## src/rtl/ctrl_fsm_if.sv

```systemverilog
// Memory request/acknowledge bundle between ctrl_fsm (master) and the memory side (slave).
// Also supplies `WORDSIZE and the `EXTNR_* extender codes when defs.v is not part of the build.
`ifndef WORDSIZE
`define WORDSIZE 32
`endif
`ifndef EXTNR_R
`define EXTNR_R 2'd0
`endif
`ifndef EXTNR_I
`define EXTNR_I 2'd1
`endif
`ifndef EXTNR_S
`define EXTNR_S 2'd2
`endif
`ifndef EXTNR_B
`define EXTNR_B 2'd3
`endif

interface ctrl_fsm_if;
   logic mem_req;
   logic mem_we;
   logic mem_ack;

   modport master (output mem_req, output mem_we, input mem_ack);
   modport slave  (input mem_req, input mem_we, output mem_ack);
endinterface

```

## src/rtl/ctrl_fsm.sv

```systemverilog
// Multi-cycle instruction sequencer: fetch, decode, execute, memory, write-back, sticky fault.
// Optional CTRL_INSTRET_EN adds a 32-bit retired-instruction counter output (instret).
//
// state    | code | meaning
// S_FETCH  | 0    | request instruction word, latch ir on ack
// S_DECODE | 1    | classify opcode, illegal -> fault
// S_EXEC   | 2    | branches retire here, others go to MEM or WB
// S_MEM    | 3    | load/store data access, stores retire on ack
// S_WB     | 4    | register write-back and PC update
// S_FAULT  | 7    | sticky fault, left only through rst
`ifndef WORDSIZE
`define WORDSIZE 32
`endif
`ifndef EXTNR_R
`define EXTNR_R 2'd0
`endif
`ifndef EXTNR_I
`define EXTNR_I 2'd1
`endif
`ifndef EXTNR_S
`define EXTNR_S 2'd2
`endif
`ifndef EXTNR_B
`define EXTNR_B 2'd3
`endif

module ctrl_fsm #(
   parameter int MEM_WAIT_MAX = 15
) (
   input  logic                 clk,
   input  logic                 rst,
   input  logic [`WORDSIZE-1:0] ir,
   input  logic                 br_taken,
   ctrl_fsm_if.master           mem,
   output logic                 ir_we,
   output logic                 pc_we,
   output logic                 reg_we,
   output logic                 pc_sel,
   output logic [1:0]           extnr_ops,
   output logic                 alu_src,
   output logic [1:0]           wb_sel,
   output logic [2:0]           state,
   output logic                 fault
`ifdef CTRL_INSTRET_EN
   ,
   output logic [31:0]          instret
`endif
);

   typedef enum logic [2:0] {
      S_FETCH  = 3'd0,
      S_DECODE = 3'd1,
      S_EXEC   = 3'd2,
      S_MEM    = 3'd3,
      S_WB     = 3'd4,
      S_FAULT  = 3'd7
   } state_t;

   typedef enum logic [2:0] {
      OP_R, OP_I, OP_LOAD, OP_STORE, OP_BRANCH, OP_JALR, OP_ILL
   } op_t;

   localparam int CW = (MEM_WAIT_MAX > 1) ? $clog2(MEM_WAIT_MAX) : 1;
   localparam logic [CW-1:0] WAIT_LOAD = CW'(MEM_WAIT_MAX - 1);

   state_t        state_q, state_nxt;
   op_t           op;
   logic [CW-1:0] wait_cnt;
   logic          wait_tc;
   logic          mem_req_c, mem_we_c;
   logic          ir_we_c, pc_we_c, reg_we_c, pc_sel_c;
   logic          unused_ir;

   assign unused_ir = ^ir[`WORDSIZE-1:12];

   always_comb begin
      case (ir[6:0])
         7'b0110011: op = OP_R;
         7'b0010011: op = OP_I;
         7'b0000011: op = OP_LOAD;
         7'b0100011: op = OP_STORE;
         7'b1100011: op = OP_BRANCH;
         7'b1100111: op = OP_JALR;
         default:    op = OP_ILL;
      endcase
   end

   always_comb begin
      case (op)
         OP_I, OP_LOAD, OP_JALR: extnr_ops = `EXTNR_I;
         OP_STORE:               extnr_ops = `EXTNR_S;
         OP_BRANCH:              extnr_ops = `EXTNR_B;
         default:                extnr_ops = `EXTNR_R;
      endcase
   end

   assign alu_src = !(op == OP_R || op == OP_BRANCH);
   assign wb_sel  = (op == OP_LOAD) ? 2'd1 : (op == OP_JALR) ? 2'd2 : 2'd0;
   assign wait_tc = (wait_cnt == '0);

   always_ff @(posedge clk) begin
      if (rst) state_q <= S_FETCH;
      else     state_q <= state_nxt;
   end

   always_comb begin
      state_nxt = state_q;
      mem_req_c = 1'b0;
      mem_we_c  = 1'b0;
      ir_we_c   = 1'b0;
      pc_we_c   = 1'b0;
      reg_we_c  = 1'b0;
      pc_sel_c  = 1'b0;
      case (state_q)
         S_FETCH: begin
            mem_req_c = 1'b1;
            if (mem.mem_ack) begin
               ir_we_c   = 1'b1;
               state_nxt = S_DECODE;
            end else if (wait_tc) begin
               state_nxt = S_FAULT;
            end
         end
         S_DECODE: state_nxt = (op == OP_ILL) ? S_FAULT : S_EXEC;
         S_EXEC: begin
            case (op)
               OP_LOAD, OP_STORE: state_nxt = S_MEM;
               OP_BRANCH: begin
                  pc_we_c   = 1'b1;
                  pc_sel_c  = br_taken;
                  state_nxt = S_FETCH;
               end
               OP_ILL:  state_nxt = S_FAULT;
               default: state_nxt = S_WB;
            endcase
         end
         S_MEM: begin
            mem_req_c = 1'b1;
            mem_we_c  = (op == OP_STORE);
            if (mem.mem_ack) begin
               if (op == OP_STORE) begin
                  pc_we_c   = 1'b1;
                  state_nxt = S_FETCH;
               end else begin
                  state_nxt = S_WB;
               end
            end else if (wait_tc) begin
               state_nxt = S_FAULT;
            end
         end
         S_WB: begin
            reg_we_c  = (ir[11:7] != 5'd0);
            pc_we_c   = 1'b1;
            pc_sel_c  = (op == OP_JALR);
            state_nxt = S_FETCH;
         end
         S_FAULT: state_nxt = S_FAULT;
         default: state_nxt = S_FAULT;
      endcase
   end

   // Timeout down-counter reloads on any state change or ack, so each wait starts fresh.
   always_ff @(posedge clk) begin
      if (rst)
         wait_cnt <= WAIT_LOAD;
      else if (state_nxt != state_q || (mem_req_c && mem.mem_ack))
         wait_cnt <= WAIT_LOAD;
      else if (mem_req_c && !wait_tc)
         wait_cnt <= wait_cnt - 1'b1;
   end

   // Reset is synchronous, so outputs are masked combinationally while rst is high.
   assign mem.mem_req = mem_req_c & ~rst;
   assign mem.mem_we  = mem_we_c  & ~rst;
   assign ir_we       = ir_we_c   & ~rst;
   assign pc_we       = pc_we_c   & ~rst;
   assign reg_we      = reg_we_c  & ~rst;
   assign pc_sel      = pc_sel_c  & ~rst;
   assign state       = rst ? 3'd0 : state_q;
   assign fault       = ~rst & (state_q == S_FAULT);

`ifdef CTRL_INSTRET_EN
   always_ff @(posedge clk) begin
      if (rst)        instret <= 32'd0;
      else if (pc_we) instret <= instret + 32'd1;
   end
`endif

endmodule
```

## src/flat_wrapper.sv

```systemverilog
// flat-port wrapper written by rule: the top's interface ports become plain ports
module ctrl_fsm_flat 
#(
   parameter int MEM_WAIT_MAX = 15
)
  (clk, rst, ir, br_taken, ir_we, pc_we, reg_we, pc_sel, extnr_ops, alu_src, wb_sel, state, fault, mem_mem_req, mem_mem_we, mem_mem_ack);
  ctrl_fsm_if mem_i ();
  input  logic clk;
  input  logic rst;
  input  logic [`WORDSIZE-1:0] ir;
  input  logic br_taken;
  output logic ir_we;
  output logic pc_we;
  output logic reg_we;
  output logic pc_sel;
  output logic [1:0] extnr_ops;
  output logic alu_src;
  output logic [1:0] wb_sel;
  output logic [2:0] state;
  output logic fault;
  output wire logic [$bits(mem_i.mem_req)-1:0] mem_mem_req;
  output wire logic [$bits(mem_i.mem_we)-1:0] mem_mem_we;
  input wire logic [$bits(mem_i.mem_ack)-1:0] mem_mem_ack;
  assign mem_mem_req = mem_i.mem_req;
  assign mem_mem_we = mem_i.mem_we;
  assign mem_i.mem_ack = mem_mem_ack;
  ctrl_fsm #(.MEM_WAIT_MAX(MEM_WAIT_MAX)) u_core (.clk(clk), .rst(rst), .ir(ir), .br_taken(br_taken), .mem(mem_i), .ir_we(ir_we), .pc_we(pc_we), .reg_we(reg_we), .pc_sel(pc_sel), .extnr_ops(extnr_ops), .alu_src(alu_src), .wb_sel(wb_sel), .state(state), .fault(fault));
endmodule
```

## config.mk

```make
export PLATFORM = sky130hd
export DESIGN_NAME = ctrl_fsm_flat
export DESIGN_NICKNAME = d
export VERILOG_FILES = /design/src/rtl/ctrl_fsm_if.sv /design/src/rtl/ctrl_fsm.sv /design/src/flat_wrapper.sv
export SDC_FILE = /design/constraint.sdc
export NUM_CORES = 1
export LEC_CHECK = 0
export BUFFER_PORTS_ARGS = -buffer_cell sky130_fd_sc_hd__buf_2
export CAP_MARGIN = 10
export CORE_UTILIZATION = 30
export DETAILED_ROUTE_END_ITERATION = 10
export PLACE_DENSITY_LB_ADDON = 0.2
export SLEW_MARGIN = 20
export SYNTH_ARGS = -nofsm -noshare
export SYNTH_HDL_FRONTEND = slang
export SYNTH_SLANG_ARGS = --single-unit
```

## constraint.sdc

```tcl
create_clock -name clk -period 2.5 [get_ports clk]
set_input_delay 0.375 -clock clk [delete_from_list [all_inputs] [get_ports clk]]
set_output_delay 0.375 -clock clk [all_outputs]
set_load 0.05 [all_outputs]
```

# [Yosys cells after proc, flatten, opt, wreduce, memory -nomap -nowiden]
# Cells that the tools add are included.
[totals] in_bits=36 wordCells=66 regBits=7
[op_classes] n_reduce_logical=14 bitwise=8 addsub=1 n_eq_ne=18 n_mux=23
[op_table] op="$mux 3" count=6
[op_table] op="$pmux 3 s6" count=1
[op_table] op="$eq 3x3->1 const B" count=5
[op_table] op="$pmux 3 s5" count=1
[op_table] op="$eq 7x6->1 const B" count=2
[op_table] op="$eq 7x7->1 const B" count=2
[op_table] op="$eq 3x2->1 const B" count=4
[op_table] op="$mux 1" count=9
[op_table] op="$pmux 3 s3" count=1
[op_table] op="$and 1x1->1" count=7
[op_table] op="$eq 7x2->1 const B" count=1
[op_table] op="$eq 7x5->1 const B" count=1
[op_table] op="$eq 3x1->1 const B" count=2
[op_table] op="$logic_not 3->1" count=2
[op_table] op="$pmux 2 s3" count=1
[op_table] op="$reduce_or 2->1" count=3
[op_table] op="$reduce_bool 5->1" count=1
[op_table] op="$logic_not 4->1" count=1
[op_table] op="$mux 2" count=2
[op_table] op="$sub 4x1->4 const B" count=1
[op_table] op="$ne 3x3->1" count=1
[op_table] op="$pmux 1 s3" count=1
[op_table] op="$reduce_or 3->1" count=1
[op_table] op="$logic_and 1x1->1" count=2
[op_table] op="other kinds (4)" count=6

# [Longest topological paths before layout]
[logic_depth] ltp_word=9 mapped_depth=7

# [Worst setup path before layout]
# OpenSTA, ideal clock, no wires.
[synth_timing] path_type="input to output" start="in ir[2]" end="out pc_we" slack_ns=-0.781 required_ns=2.125 arrival_ns=2.906 path_buffers=0 path_stages=4 path_cell_list="nand4bb_1 nor2b_1 nand3_1 a311oi_1"
[synth_via] elab_chain_len=7 word_cells_on_any_way=14 cone_classes="8 x eq/ne; 5 x mux; 1 x bitwise"
[synth_lines] item="from (decl)" line="flat_wrapper.sv:10" text="input logic [`WORDSIZE-1:0] ir;"
[synth_lines] item="$eq 7x7->1 (tied with other cells)" line="ctrl_fsm.sv:77" text="case (ir[6:0])"
[synth_lines] item="$pmux 3 s6 *" line="ctrl_fsm.sv:77"
[synth_lines] item="$eq 3x2->1" line="ctrl_fsm.sv:141" text="if (op == OP_STORE) begin"
[synth_lines] item="$mux 1" line="ctrl_fsm.sv:141"
[synth_lines] item="$mux 1" line="ctrl_fsm.sv:140" text="if (mem.mem_ack) begin"
[synth_lines] item="$pmux 1 s3 *" line="ctrl_fsm.sv:114" text="case (state_q)"
[synth_lines] item="$and 1x1->1 *" line="ctrl_fsm.sv:176" text="assign pc_we = pc_we_c & ~rst;"
[synth_lines] item="to (decl)" line="flat_wrapper.sv:13" text="output logic pc_we;"
# Mark *: on every way between the ends. The rest lies on a longest branch, timed or not.

# [Worst setup path in the final report]
[layout_timing] start="in ir[4]" end="out pc_sel"
[layout_via] elab_chain_len=6 word_cells_on_any_way=12 cone_classes="8 x eq/ne; 3 x mux; 1 x bitwise"
[layout_lines] item="$eq 7x7->1 (tied with other cells)" line="ctrl_fsm.sv:77"
[layout_lines] item="$pmux 3 s6 *" line="ctrl_fsm.sv:77"
[layout_lines] item="$eq 3x3->1" line="ctrl_fsm.sv:126" text="case (op)"
[layout_lines] item="$mux 1" line="ctrl_fsm.sv:126"
[layout_lines] item="$pmux 1 s2 *" line="ctrl_fsm.sv:114"
[layout_lines] item="$and 1x1->1 *" line="ctrl_fsm.sv:178" text="assign pc_sel = pc_sel_c & ~rst;"
[layout_lines] item="to (decl)" line="flat_wrapper.sv:15" text="output logic pc_sel;"
# Marks and branches as above.

==> summary.json <==
{
  "outcome": {
    "run_status": "complete, no violations"
  },
  "pwr": {
    "seqPwrFrac_pct": 17.3,
    "power_frac_clock_pct": 11.1,
    "power.total_uw": 902,
    "pwr_density_cell_mw_per_mm2": 923,
    "power.switching_uw": 478,
    "combinational_share_of_power_pct": 71.6,
    "internal-power_uw": 423,
    "p_leak_uw": 0.000429,
    "power.switching_fraction_pct": 53.1,
    "max-vdd-ir-drop_mv": 0.752
  },
  "final_layout": {
    "nFillCells": 268,
    "syn2layout_area_growth_pct": 32.8,
    "final_cell_area_um2": 977,
    "nNetsFinal": 172,
    "post_layout_nonfiller_instances": 162,
    "drive_above_1_share_pct": 35.1,
    "num_antenna_cells": 0
  },
  "timing": {
    "finalSetupTns_ns": 0,
    "final_hold_viol_count": 0,
    "fin_worst_skew_ns": 0.000680,
    "slew_headroom_pct": 67.2,
    "achievable-frequency_mhz": 450,
    "finalHoldWorstSlack_ns": 0.486,
    "worst_pin_slew_ns": 0.486,
    "grt_setup_unrepaired": "false",
    "min_period_over_period_pct": 88.9,
    "timing_max_transition_violations_final": 0,
    "setup_viol": 0,
    "tmin_final_ns": 2.22
  },
  "min_path": {
    "timing.hold.worst.class": "in -> reg"
  },
  "floorplan": {
    "die_height_um": 51.5,
    "core_region_area_mm2": 0.00225,
    "pin_count": 51,
    "die_width_um": 51.5,
    "placementRows": 17,
    "start_util_pct": 32.6,
    "die_area_mm2": 0.00265
  },
  "yosys": {
    "synthesis.instances": 102,
    "synth_compound_area_share_pct": 22.4,
    "muxShareOfSynthArea_pct": 1.36,
    "syn_area_per_cell_um2": 7.21,
    "synth-edff-count": 0,
    "postSynthRegisterBits": 7,
    "yosys.area_share.simple_pct": 44.4,
    "syn_area_um2": 736,
    "synthFlopType": "dfxtp_1",
    "synth-seq-area-share_pct": 19.0,
    "syn-num-nets": 139,
    "yosys.area_share.adder_pct": 1.70,
    "synth_xor_area_share_pct": 3.57,
    "synthesis.yosys.warnings": 0,
    "async_flop_share_pct": 0,
    "synth_top_family_by_area": "simple AND/OR/NAND/NOR gates",
    "post_synthesis_cell_type_count": 43
  },
  "clocking": {
    "clockBufferDepth": 2,
    "cts_inserted_buffers": 3,
    "clock-root-buffer": "clkbuf_4",
    "cts_h_tree_lvls": 1,
    "cts_tree": "done",
    "post_cts_buffers": 0,
    "cts_hold_buffers": 0,
    "cts-resized-gates": 0,
    "worst_setup_hold_path_clk_slew_ns": 0.05,
    "clk-insertion-delay-late_ns": 0.25,
    "cts.sink_count": 7
  },
  "placement": {
    "gpl.final_weighted_congestion": 0.790,
    "dpl.cell_count": 158,
    "placed_inst_area_um2": 951,
    "port-buffer-count": 30,
    "place.detailed.hpwl_um": 1620
  },
  "route": {
    "drc_violations_left": 0,
    "length_of_the_first_detailed_routing_pass_in_iterations": 4,
    "wire_length_per_cell_after_detailed_routing_um": 12.7,
    "via_count": 883,
    "viasPerCell": 5.45,
    "dr.first_iter.drc_count": 7,
    "finalWirelength_um": 2060,
    "ant_nets": 0
  },
  "setup_path": {
    "critical_path_required_ns": 2.12,
    "timing.critical_path.arrival_ns": 1.85,
    "critical_path.max_fanout": 6,
    "element_type_at_the_critical_path_start": "input pin",
    "worst_setup_path_end_kind": "primary output",
    "crit_type": "in -> out"
  },
  "global_routing": {
    "grt_overflow_total": 0,
    "antenna_found_initial": 0,
    "gr-usage-all-layers_pct": 16.2,
    "grt_pass1_wl_um": 3310,
    "grt_start_max_net_pins": 17,
    "first_global_vias": 792
  },
  "flow_run": {
    "cap_violations": 0
  }
}
-- logic make-up (layout without fill, tap and decap cells) --
group	after synthesis	after routing
and+or+nand+nor	57	57
xor gates and xnor gates	3	3
DFF	7	7
buffers and inverters	13	45
muxes	1	1
AOI/OAI and AO/OA	20	20
adders and majority gates	1	1
-- critical path, stage by stage --
cell	delay, ns
buf_2	0.14
nand3b_1	0.18
or3_1	0.39
o32a_1	0.39
nor3_4	0.10
buf_2	0.28
-- power by group through the flow --
| stage | registers [µW] | clock network [µW] | logic, µW |
|---|---|---|---|
| 3_3_place_gp | 157 | 0 | 636 |
| 2_1_floorplan | 163 | 0 | 503 |
| 6_report | 156 | 100 | 645 |
| 4_1_cts | 157 | 103 | 647 |
| 3_5_place_dp | 159 | 0 | 646 |
| 5_1_grt | 159 | 113 | 707 |
-- metrics by stage --
stage / utilization (%) / setup WS (ns)
finish: 43.3 / 0.278
global route: 43.3 / 0.116
CTS: 43.3 / 0.276
detailed placement: 42.2 / 0.276
global placement: 42.2 / 0.281
floorplan: - / -0.0570
-- Yosys cell counts (2+ instances only) --
library cell / number / area share (%)
o21ai_0: 3 / 2.0
nand2b_1: 4 / 3.4
nor2b_1: 7 / 6.0
a21oi_1: 2 / 1.4
buf_2: 2 / 1.4
xor2_1: 2 / 2.4
nor4_1: 3 / 2.6
nor3_1: 11 / 7.5
a311oi_1: 2 / 2.4
nor2_1: 8 / 4.1
nand3b_1: 2 / 2.0
dfxtp_1: 7 / 19
and3_1: 2 / 1.7
nand2_1: 6 / 3.1
inv_1: 8 / 4.1
nor3b_1: 2 / 2.0
nand3_1: 4 / 2.7
clkbuf_1: 2 / 1.0
-- layout make-up --
cell class | count | area, µm² | area share, %
Clock buffer | 4 | 26.3 | 2.69
Inverter | 8 | 30.0 | 3.07
Multi-Input combinational cell | 82 | 573 | 58.6
Sequential cell | 7 | 140 | 14.3
Tap cell | 28 | 35.0 | 3.59
Timing Repair Buffer | 33 | 173 | 17.7
-- routing by layer --
metal | up-vias | global-route usage, % | share of wire, %
li1 | 447 | - | -
met1 | 411 | 19.9 | 48
met2 | 25 | 29.7 | 47
met3 | 0 | 3.51 | 5.6
met4 | 0 | 1.35 | 0
met5 | - | 0 | 0
-- worst paths after layout --
check	start	to	slack, ns	cells past startpoint
hold reg to reg	u_core.wait_cnt[3]$_SDFFE_PP1P_	u_core.wait_cnt[3]$_SDFFE_PP1P_	0.57	2
setup / recovery	ir[4]	pc_sel	0.28	6
setup reg to reg	u_core.wait_cnt[0]$_SDFFE_PP0P_	u_core.wait_cnt[0]$_SDFFE_PP0P_	0.53	7
hold / removal	rst	u_core.state_q[2]$_SDFF_PP0_	0.49	2
-- layout by cell type (no fill, tap or decap), types with 2 or more instances in the layout --
cell type	count
a21oi_1	2
and3_1	2
buf_2	30
buf_4	3
clkbuf_4	3
dfxtp_1	7
inv_1	8
nand2_1	6
nand2b_1	4
nand3_1	4
nand3b_1	2
nor2_1	8
nor2b_1	6
nor3_1	10
nor3b_1	2
nor4_2	2
o21ai_0	3
xor2_1	2
-- sequential cells by signal, indices dropped and copies added, names as in the netlist --
name             count
u_core.wait_cnt      4
u_core.state_q       3
Power figures use the tool's default switching activity.
